`src/rtl/jtag_shift_master.sv`:
```
// jtag_shift_master: fabric-side JTAG initiator for an external TAP.
// Runs one IR-scan, DR-scan or TAP-reset command at a time. The TCK it
// generates runs at f_clk/(2*DIV). TMS/TDI are updated on the clk edge that
// drives TCK low, and TDO is sampled on the clk edge that drives TCK high.
// Ports:
//   clk, rst_i                      clock, async active-high reset
//   cmd_valid/cmd_ready             command handshake (op, len, data)
//   cmd_op                          0=DR, 1=IR, 2=TAP reset, 3=error
//   cmd_len                         scan length 1..MAX_LEN
//   cmd_data                        TDI bits, LSB shifted first
//   rsp_valid/rsp_err/rsp_data      1-cycle completion pulse, error flag and captured TDO
//   busy                            inverse of cmd_ready
//   tck_o/tms_o/tdi_o/tdo_i         JTAG pins
// MAX_LEN must be at least 2.
module jtag_shift_master #(
    parameter int unsigned DIV     = 2,
    parameter int unsigned MAX_LEN = 32,
    localparam int unsigned LW     = $clog2(MAX_LEN + 1)
) (
    input  logic               clk,
    input  logic               rst_i,
    input  logic               cmd_valid,
    output logic               cmd_ready,
    input  logic [1:0]         cmd_op,
    input  logic [LW-1:0]      cmd_len,
    input  logic [MAX_LEN-1:0] cmd_data,
    output logic               rsp_valid,
    output logic               rsp_err,
    output logic [MAX_LEN-1:0] rsp_data,
    output logic               busy,
    output logic               tck_o,
    output logic               tms_o,
    output logic               tdi_o,
    input  logic               tdo_i
);

    localparam int unsigned DW = (DIV > 1) ? $clog2(DIV) : 1;
    // The step counter must also reach 5 for the reset sequences.
    localparam int unsigned SW = (LW > 3) ? LW : 3;

    localparam logic [1:0] OP_DR  = 2'd0;
    localparam logic [1:0] OP_IR  = 2'd1;
    localparam logic [1:0] OP_RST = 2'd2;

    typedef enum logic [2:0] {
        S_INIT, S_IDLE, S_LEAD, S_SHIFT, S_TAIL, S_RST, S_DONE
    } state_t;

    state_t             state, state_n;
    logic [SW-1:0]      step, step_n;
    logic [DW-1:0]      div_cnt;
    logic [1:0]         op_q;
    logic [LW-1:0]      len_q;
    logic               err_q;
    logic [MAX_LEN-1:0] data_sh;
    logic [MAX_LEN-1:0] cap;
    logic [MAX_LEN-1:0] mask;
    logic               tms_n, tdi_n;

    logic               running_c, tc_c, rise_c, fall_c, bad_c, err_eff_c;
    logic [1:0]         op_eff_c;
    logic [SW-1:0]      last_bit_c;

    assign running_c  = (state == S_INIT) || (state == S_LEAD) || (state == S_SHIFT) ||
                        (state == S_TAIL) || (state == S_RST);
    assign tc_c       = (div_cnt == DW'(DIV - 1));
    assign rise_c     = running_c && tc_c && !tck_o;
    assign fall_c     = running_c && tc_c && tck_o;
    assign bad_c      = (cmd_op == 2'd3) || (cmd_len == '0) || (cmd_len > LW'(MAX_LEN));
    // In IDLE the command fields are not latched yet, so use the live inputs.
    assign op_eff_c   = (state == S_IDLE) ? cmd_op : op_q;
    assign err_eff_c  = (state == S_IDLE) ? bad_c : err_q;
    assign last_bit_c = SW'(len_q) - SW'(1);

    // State register
    always_ff @(posedge clk or posedge rst_i) begin
        if (rst_i) begin
            state <= S_INIT;
            step  <= '0;
        end else begin
            state <= state_n;
            step  <= step_n;
        end
    end

    // Next state; each step is one TCK period and ends on the falling TCK edge
    always_comb begin
        state_n = state;
        step_n  = step;
        tms_n   = tms_o;
        tdi_n   = tdi_o;
        unique case (state)
            S_INIT, S_RST: if (fall_c) begin
                if (step == SW'(5)) begin
                    state_n = (state == S_INIT) ? S_IDLE : S_DONE;
                    step_n  = '0;
                end else begin
                    step_n = step + SW'(1);
                end
            end
            S_IDLE: if (cmd_valid) begin
                step_n = '0;
                if (bad_c)                 state_n = S_DONE;
                else if (cmd_op == OP_RST) state_n = S_RST;
                else                       state_n = S_LEAD;
            end
            S_LEAD: if (fall_c) begin
                if (step == ((op_q == OP_IR) ? SW'(3) : SW'(2))) begin
                    state_n = S_SHIFT;
                    step_n  = '0;
                end else begin
                    step_n = step + SW'(1);
                end
            end
            S_SHIFT: if (fall_c) begin
                if (step == last_bit_c) begin
                    state_n = S_TAIL;
                    step_n  = '0;
                end else begin
                    step_n = step + SW'(1);
                end
            end
            S_TAIL: if (fall_c) begin
                if (step == SW'(1)) begin
                    state_n = S_DONE;
                    step_n  = '0;
                end else begin
                    step_n = step + SW'(1);
                end
            end
            S_DONE:  state_n = S_IDLE;
            default: state_n = S_INIT;
        endcase

        // TMS/TDI for the upcoming TCK period, set only while TCK is low
        if (fall_c || (state == S_IDLE)) begin
            tdi_n = 1'b0;
            unique case (state_n)
                S_INIT, S_RST: tms_n = (step_n < SW'(5));
                S_LEAD:        tms_n = (op_eff_c == OP_IR) ? (step_n < SW'(2)) : (step_n == '0);
                S_SHIFT: begin
                    tms_n = (step_n == last_bit_c);
                    // data_sh shifts on this same edge when already shifting
                    tdi_n = (state == S_SHIFT) ? data_sh[1] : data_sh[0];
                end
                S_TAIL:        tms_n = (step_n == '0);
                default:       tms_n = 1'b0;
            endcase
        end
    end

    // TCK generation, shift datapath and registered outputs
    always_ff @(posedge clk or posedge rst_i) begin
        if (rst_i) begin
            tck_o     <= 1'b0;
            tms_o     <= 1'b1;
            tdi_o     <= 1'b0;
            div_cnt   <= '0;
            op_q      <= OP_DR;
            len_q     <= '0;
            err_q     <= 1'b0;
            data_sh   <= '0;
            cap       <= '0;
            mask      <= '0;
            rsp_valid <= 1'b0;
            rsp_err   <= 1'b0;
            rsp_data  <= '0;
            cmd_ready <= 1'b0;
            busy      <= 1'b1;
        end else begin
            tms_o <= tms_n;
            tdi_o <= tdi_n;

            if (running_c) begin
                if (tc_c) begin
                    div_cnt <= '0;
                    tck_o   <= ~tck_o;
                end else begin
                    div_cnt <= div_cnt + DW'(1);
                end
            end else begin
                div_cnt <= '0;
                tck_o   <= 1'b0;
            end

            if ((state == S_IDLE) && cmd_valid) begin
                op_q    <= cmd_op;
                len_q   <= cmd_len;
                err_q   <= bad_c;
                data_sh <= cmd_data;
                cap     <= '0;
                mask    <= MAX_LEN'(1);
            end

            // One-hot mask walks up so bit k captures the k-th shifted TDO bit
            if (rise_c && (state == S_SHIFT)) begin
                if (tdo_i) cap <= cap | mask;
                mask <= mask << 1;
            end
            if (fall_c && (state == S_SHIFT)) data_sh <= data_sh >> 1;

            rsp_valid <= (state_n == S_DONE);
            if (state_n == S_DONE) begin
                rsp_err  <= err_eff_c;
                rsp_data <= err_eff_c ? '0 : cap;
            end
            cmd_ready <= (state_n == S_IDLE);
            busy      <= (state_n != S_IDLE);
        end
    end

endmodule

```
`config.mk`:
```
export PLATFORM = sky130hd
export DESIGN_NAME = jtag_shift_master
export DESIGN_NICKNAME = d
export VERILOG_FILES = /design/src/rtl/jtag_shift_master.sv
export SDC_FILE = /design/constraint.sdc
export NUM_CORES = 1
export LEC_CHECK = 0
export ABC_CLOCK_PERIOD_IN_PS = 5700
export BUFFER_PORTS_ARGS = -buffer_cell sky130_fd_sc_hd__buf_2
export CORE_MARGIN = 1.5
export CORE_UTILIZATION = 55
export CTS_CLUSTER_DIAMETER = 50
export CTS_CLUSTER_SIZE = 10
export DETAILED_ROUTE_END_ITERATION = 10
export PLACE_DENSITY_LB_ADDON = 0.05
export SYNTH_ARGS = -nofsm -noshare
export SYNTH_HDL_FRONTEND = slang
export SYNTH_SLANG_ARGS = --single-unit
```
`constraint.sdc`:
```
create_clock -name clk -period 5.7 [get_ports clk]
set_input_delay 0 -clock clk [delete_from_list [all_inputs] [get_ports clk]]
set_output_delay 0 -clock clk [all_outputs]
set_load 0.02 [all_outputs]
```
; After elaboration in Yosys (flattened, before gate mapping)
; Cells that the tools add are included.
[classes]
add_sub_neg = 3
mux = 42
bitwise_logic = 2
n_lt_le_gt_ge = 3
n_reduce_logical = 22
n_eq_ne = 23
[op_table]
columns = cell, n
row1 = $mux W32, 8
row2 = $mux W6, 9
row3 = $mux W3, 12
row4 = $or A32 B32 Y32, 1
row5 = $pmux W6 S5, 1
row6 = $eq A3 B3 Y1 const B, 6
row7 = $pmux W3 S6, 1
row8 = $eq A3 B2 Y1 const B, 4
row9 = $eq A6 B6 Y1, 2
row10 = $logic_not A6 Y1, 2
row11 = $mux W1, 9
row12 = $logic_or A1 B1 Y1, 7
row13 = $add A6 B1 Y6 const B, 1
row14 = $eq A3 B1 Y1 const B, 2
row15 = $eq A6 B1 Y1 const B, 1
row16 = $eq A6 B2 Y1, 1
row17 = $eq A6 B3 Y1 const B, 1
row18 = $gt A6 B6 Y1 const B, 1
row19 = $logic_and A1 B1 Y1, 6
row20 = $logic_not A3 Y1, 2
row21 = $lt A6 B2 Y1 const B, 1
row22 = $lt A6 B3 Y1 const B, 1
row23 = $sub A6 B1 Y6 const B, 1
row24 = $eq A2 B1 Y1 const B, 2
row25 = 10 further kinds, 13
[totals]
reg_bits = 154
output_inout_bits = 39

; Depth between registers and ports, before layout
[depth]
word_depth = 12
ltp_mapped = 14
mapped_depth_nobuf = 13

; Worst setup path after synthesis
; OpenSTA, ideal clock, no wires.
[synth_timing]
path_kind = register -> register
startpoint = reg len_q[0]
endpoint = reg tms_o
period_less_slack_ns = 2.943
path_stages_with_launch = 14
arrival_time_ns = 2.884
t_required_ns = 5.641
path_slack_ns = 2.757
path_cell_list = dfrtp_1 -> inv_1 -> ha_1 -> nor3b_1 -> xnor2_1 -> nand4_1 -> o311ai_4 -> nand2_4 -> a221o_1 -> buf_6 -> o21a_1 -> nor4b_2 -> a32oi_1 -> a21bo_1
[synth_via]
elab_chain_len = 8
[synth_lines]
columns = element, line
row1 = from (decl), 53  ; logic [LW-1:0] len_q;
row2 = from (signal assigned), 188  ; len_q <= cmd_len;
row3 = $sub A6 B1 Y6 (*), 73  ; assign last_bit_c = SW'(len_q) - SW'(1);
row4 = $eq A6 B6 Y1 (*), 116  ; if (step == last_bit_c) begin
row5 = $mux W6 (*), 116
row6 = $mux W6 (*), 115  ; S_SHIFT: if (fall_c) begin
row7 = $pmux W6 S5 (*), 92  ; unique case (state)
row8 = via step_n[2], 50  ; logic [SW-1:0] step, step_n;
row9 = $lt A6 B2 Y1 or $logic_not A6 Y1 (tied branches), "140, 146"
row10 = $mux W1, 140  ; S_LEAD: tms_n = (op_eff_c == OP_IR) ? (step_n < SW'(2)) : (step_n == '0);
row11 = $pmux W1 S4 (*), 138  ; unique case (state_n)
row12 = to (signal assigned), 171  ; tms_o <= tms_n;
row13 = to (decl), 32  ; output logic tms_o,
; Mark *: on every way through the listed nets, which the timed path passes. The rest lies on a longest branch.
; A chain may end at the register's enable or synchronous reset.

; Worst setup path in the final report
[layout_timing]
startpoint = reg state[0]
endpoint = reg rsp_data[26]
[layout_via]
elab_chain_len = 10
[layout_lines]
columns = element, line
row1 = from (decl), 49  ; state_t state, state_n;
row2 = from (signal assigned), 81  ; state <= state_n;
row3 = $eq A3 B2 Y1 or $logic_not A3 Y1 (tied branches), "64, 92, 95"
row4 = $logic_or A1 B1 Y1 (3 in series), 64  ; assign running_c = (state == S_INIT) || (state == S_LEAD) || (state == S_SHIFT) ||
row5 = $logic_or A1 B1 Y1, 65  ; (state == S_TAIL) || (state == S_RST);
row6 = $logic_and A1 B1 Y1 (2 in series), 68  ; assign fall_c = running_c && tc_c && tck_o;
row7 = "$mux W3, on equally long branches", --
row8 = $pmux W3 S6 (*), 92
row9 = via state_n[1], 49
row10 = $eq A3 B3 Y1 (*), 203  ; if (state_n == S_DONE) begin
row11 = to (signal assigned), 205  ; rsp_data <= err_eff_c ? '0 : cap;
row12 = to (decl), 29  ; output logic [MAX_LEN-1:0] rsp_data,
; Marked as above.

==> reports/metrics.yaml <==
fin_cells: 831
dp_slack_ns: 1.90
grt_pass1_wl_um: 25100
synth_fa_ha_area_share_pct: 0.570
pwr-share-comb_pct: 26.7
ant_nets: 0
dpl_cell_area_um2: 7070
cts_buffers: 17
clkPwrFrac_pct: 32.1
design.core.area_um2: 11600
tightest_slew_ns: 1.15
fill_cells: 866
grt_use_total_pct: 25.6
ctsHtreeMaxLevel: 4
hpwlAfterDp_um: 9090
skew_ns: 0.0110
critical_path.max_fanout: 46
die_h_um: 112
wirelength_um: 15000
cts.reportedPaths.clkPinSlew_ns: 0.06
die_w_um: 112
cts_resized: 0
synth_cells: 566
dr.first_iter.drc_count: 294
dr.pass1.iters: 8
seq_area_frac_synth_pct: 58.6
wl_per_cell_um: 18.1
area_delta_synth_final_pct: 22.5
synth_simple_gate_area_share_pct: 12.0
viasPerCell: 5.88
clock-sinks: 154
antenna_found_initial: 0
synth_xor_area_share_pct: 3.10
synth_top_family_by_area: "compound AO/OA/AOI/OAI gates"
synth_compound_area_share_pct: 21.6
grt_pass1_vias: 4890
ios: 83
io_buffers: 82
gr-total-overflow: 0
root_buffer: "clkbuf_16"
insertion_delay_ns: 0.42
p_leak_nw: 4.03
cts_setup_buffers: 0
arrival_ns: 4.20
finalMaxSlewViolations: 0
crit_required_ns: 6.06
vias: 4888
synth_cell_types: 68
setup_ws_ns: 1.85
muxShareOfSynthArea_pct: 0.760
grt_setup_unrepaired: "false"
setup-violations-final: 0
p_per_area_nw_per_um2: 432
syn_avg_cell_area_um2: 11.6
switching_share_pct: 34.0
gp_congestion: 0.908
cts.hold.buffers_added: 41
netlist_area_um2: 6580
hold_path.class: "in -> reg"
timing.final.crit_share_pct: 67.5
layout_common_cells: "dfrtp_1 (152), nand2_1 (96), a22o_1 (95)"
hold_slack_ns: 0.215
synth_edf_count: 0
fin_crit_ns: 3.85
synth_warnings: 0
final_common_cell: "dfrtp_1"
outcome: "finished with violations"
end_kind: "flip-flop"
drv_cap: 0
antennaDiodeCount: 0
fp-row-count: 39
drive_gt1_share_pct: 20.6
cts_tree: "yes"
cp-start-kind: "flip-flop"
grt_max_degree: 103
place_inst: 759
p_int_w: 0.00230
clk_path_buf_depth: 2
seq_power_share_pct: 41.1
die-area_um2: 12600
synth_fp_nets: 613
ys.flop_type: "dfrtp_1"
async_reset_ff_share_pct: 100
drcViolationCount: 4
max_freq_ghz: 0.260
path_class: "reg -> reg"
start_util_pct: 56.9
ir_worst_vdd_uv: 272
fin_area_um2: 8070
finalHoldViolCount: 0
violations: "DRC"
slew_headroom_pct: 22.9
p_sw_w: 0.00119
fin_tns_setup_ns: 0
fin_nets: 723
ys_seq_elements: 154
## synthesized netlist by cell type, types with 3 or more instances
cell	instances	area, um^2
nand2_1	96	360
ha_1	3	37.5
mux2i_1	5	50.1
buf_1	4	15.0
inv_1	8	30.0
buf_2	5	25.0
nor2b_1	4	25.0
nor2_1	22	82.6
a21o_1	5	37.5
a21oi_1	8	40.0
a22oi_1	31	233
xor2_1	6	52.6
o21ai_0	11	55.1
nor3_1	4	20.0
dfrtp_1	152	3800
nor3b_1	5	37.5
nand4_1	4	25.0
clkbuf_1	26	97.6
xnor2_1	12	105
a22o_1	95	832
buf_6	4	45.0
## metrics by stage
stage                     utilization (%)  power [W]
final                                69.8    0.00348
after global routing                 69.8    0.00367
after CTS                            69.8    0.00350
after detailed placement             61.1    0.00235
after global placement               61.1    0.00233
after floorplan                         -    0.00212
## path summary, 6_finish.rpt
kind | from | to | slack [ns] | depth (start not counted)
max | state[0] | rsp_data[26] | 1.85 | 11
min | cmd_valid | state[2] | 0.21 | 5
max reg2reg | state[0] | rsp_data[26] | 1.85 | 11
min reg2reg | op_q[0] | op_q[0] | 0.47 | 2
max in group asynchronous | rst_i | data_sh[24] | 4.18 | 4
min in group asynchronous | rst_i | data_sh[13] | 0.34 | 3
## power by group through the flow
stage                     registers [W]  clock network (W)  logic, W
after floorplan                 0.00143                  0  0.000696
after detailed placement        0.00145                  0  0.000901
final                           0.00143            0.00112  0.000931
after global routing            0.00146            0.00118   0.00104
after global placement          0.00144                  0  0.000892
after CTS                       0.00143            0.00114  0.000928
## metal layers
metal	vias up	wire (um)	share of wire [%]	global-route usage, %
met5	-	0	0	0
met4	0	170	1.1	9.11
met3	18	677	4.5	5.99
met2	146	7200	48	39.1
met1	2438	7000	47	36.2
li1	2286	-	-	-
## layout make-up
class                   count  area, um^2  share of cell area [%]
flip-flops and latches    154        3860                    47.8
multi-input cells         363        2520                    31.3
repair buffers            131         881                    10.9
clock buffers              17         425                    5.27
well taps                 143         179                    2.22
clock inverters            14         163                    2.02
inverters                   9        38.8                   0.481
## critical path, stage by stage, from the launching register on
cell	delay (ns)
dfrtp_1	0.49
nor2b_1	0.41
nor2b_1	0.25
and2_1	0.15
buf_4	0.41
o21ai_0	0.19
o221ai_1	0.17
nand2b_1	0.22
nand2_2	0.47
a211oi_4	0.40
buf_4	0.39
a22o_1	0.21
## cell families after synthesis
| kind of cell | Yosys count |
|---|---|
| xor+xnor | 20 |
| fa+ha+maj | 3 |
| buf+inv | 49 |
| simple gates | 161 |
| compound gates | 174 |
| mux | 5 |
| flops | 154 |
## registers in the layout, indices dropped and copies added (netlist names)
register and flops:
busy 1, cap 32, cmd_ready 1, data_sh 32, div_cnt 1, err_q 1, len_q 6, mask 32
op_q 2, rsp_data 32, rsp_err 1, rsp_valid 1, state 3, step 6, tck_o 1, tdi_o 1
tms_o 1
Power figures use the tool's default switching activity.
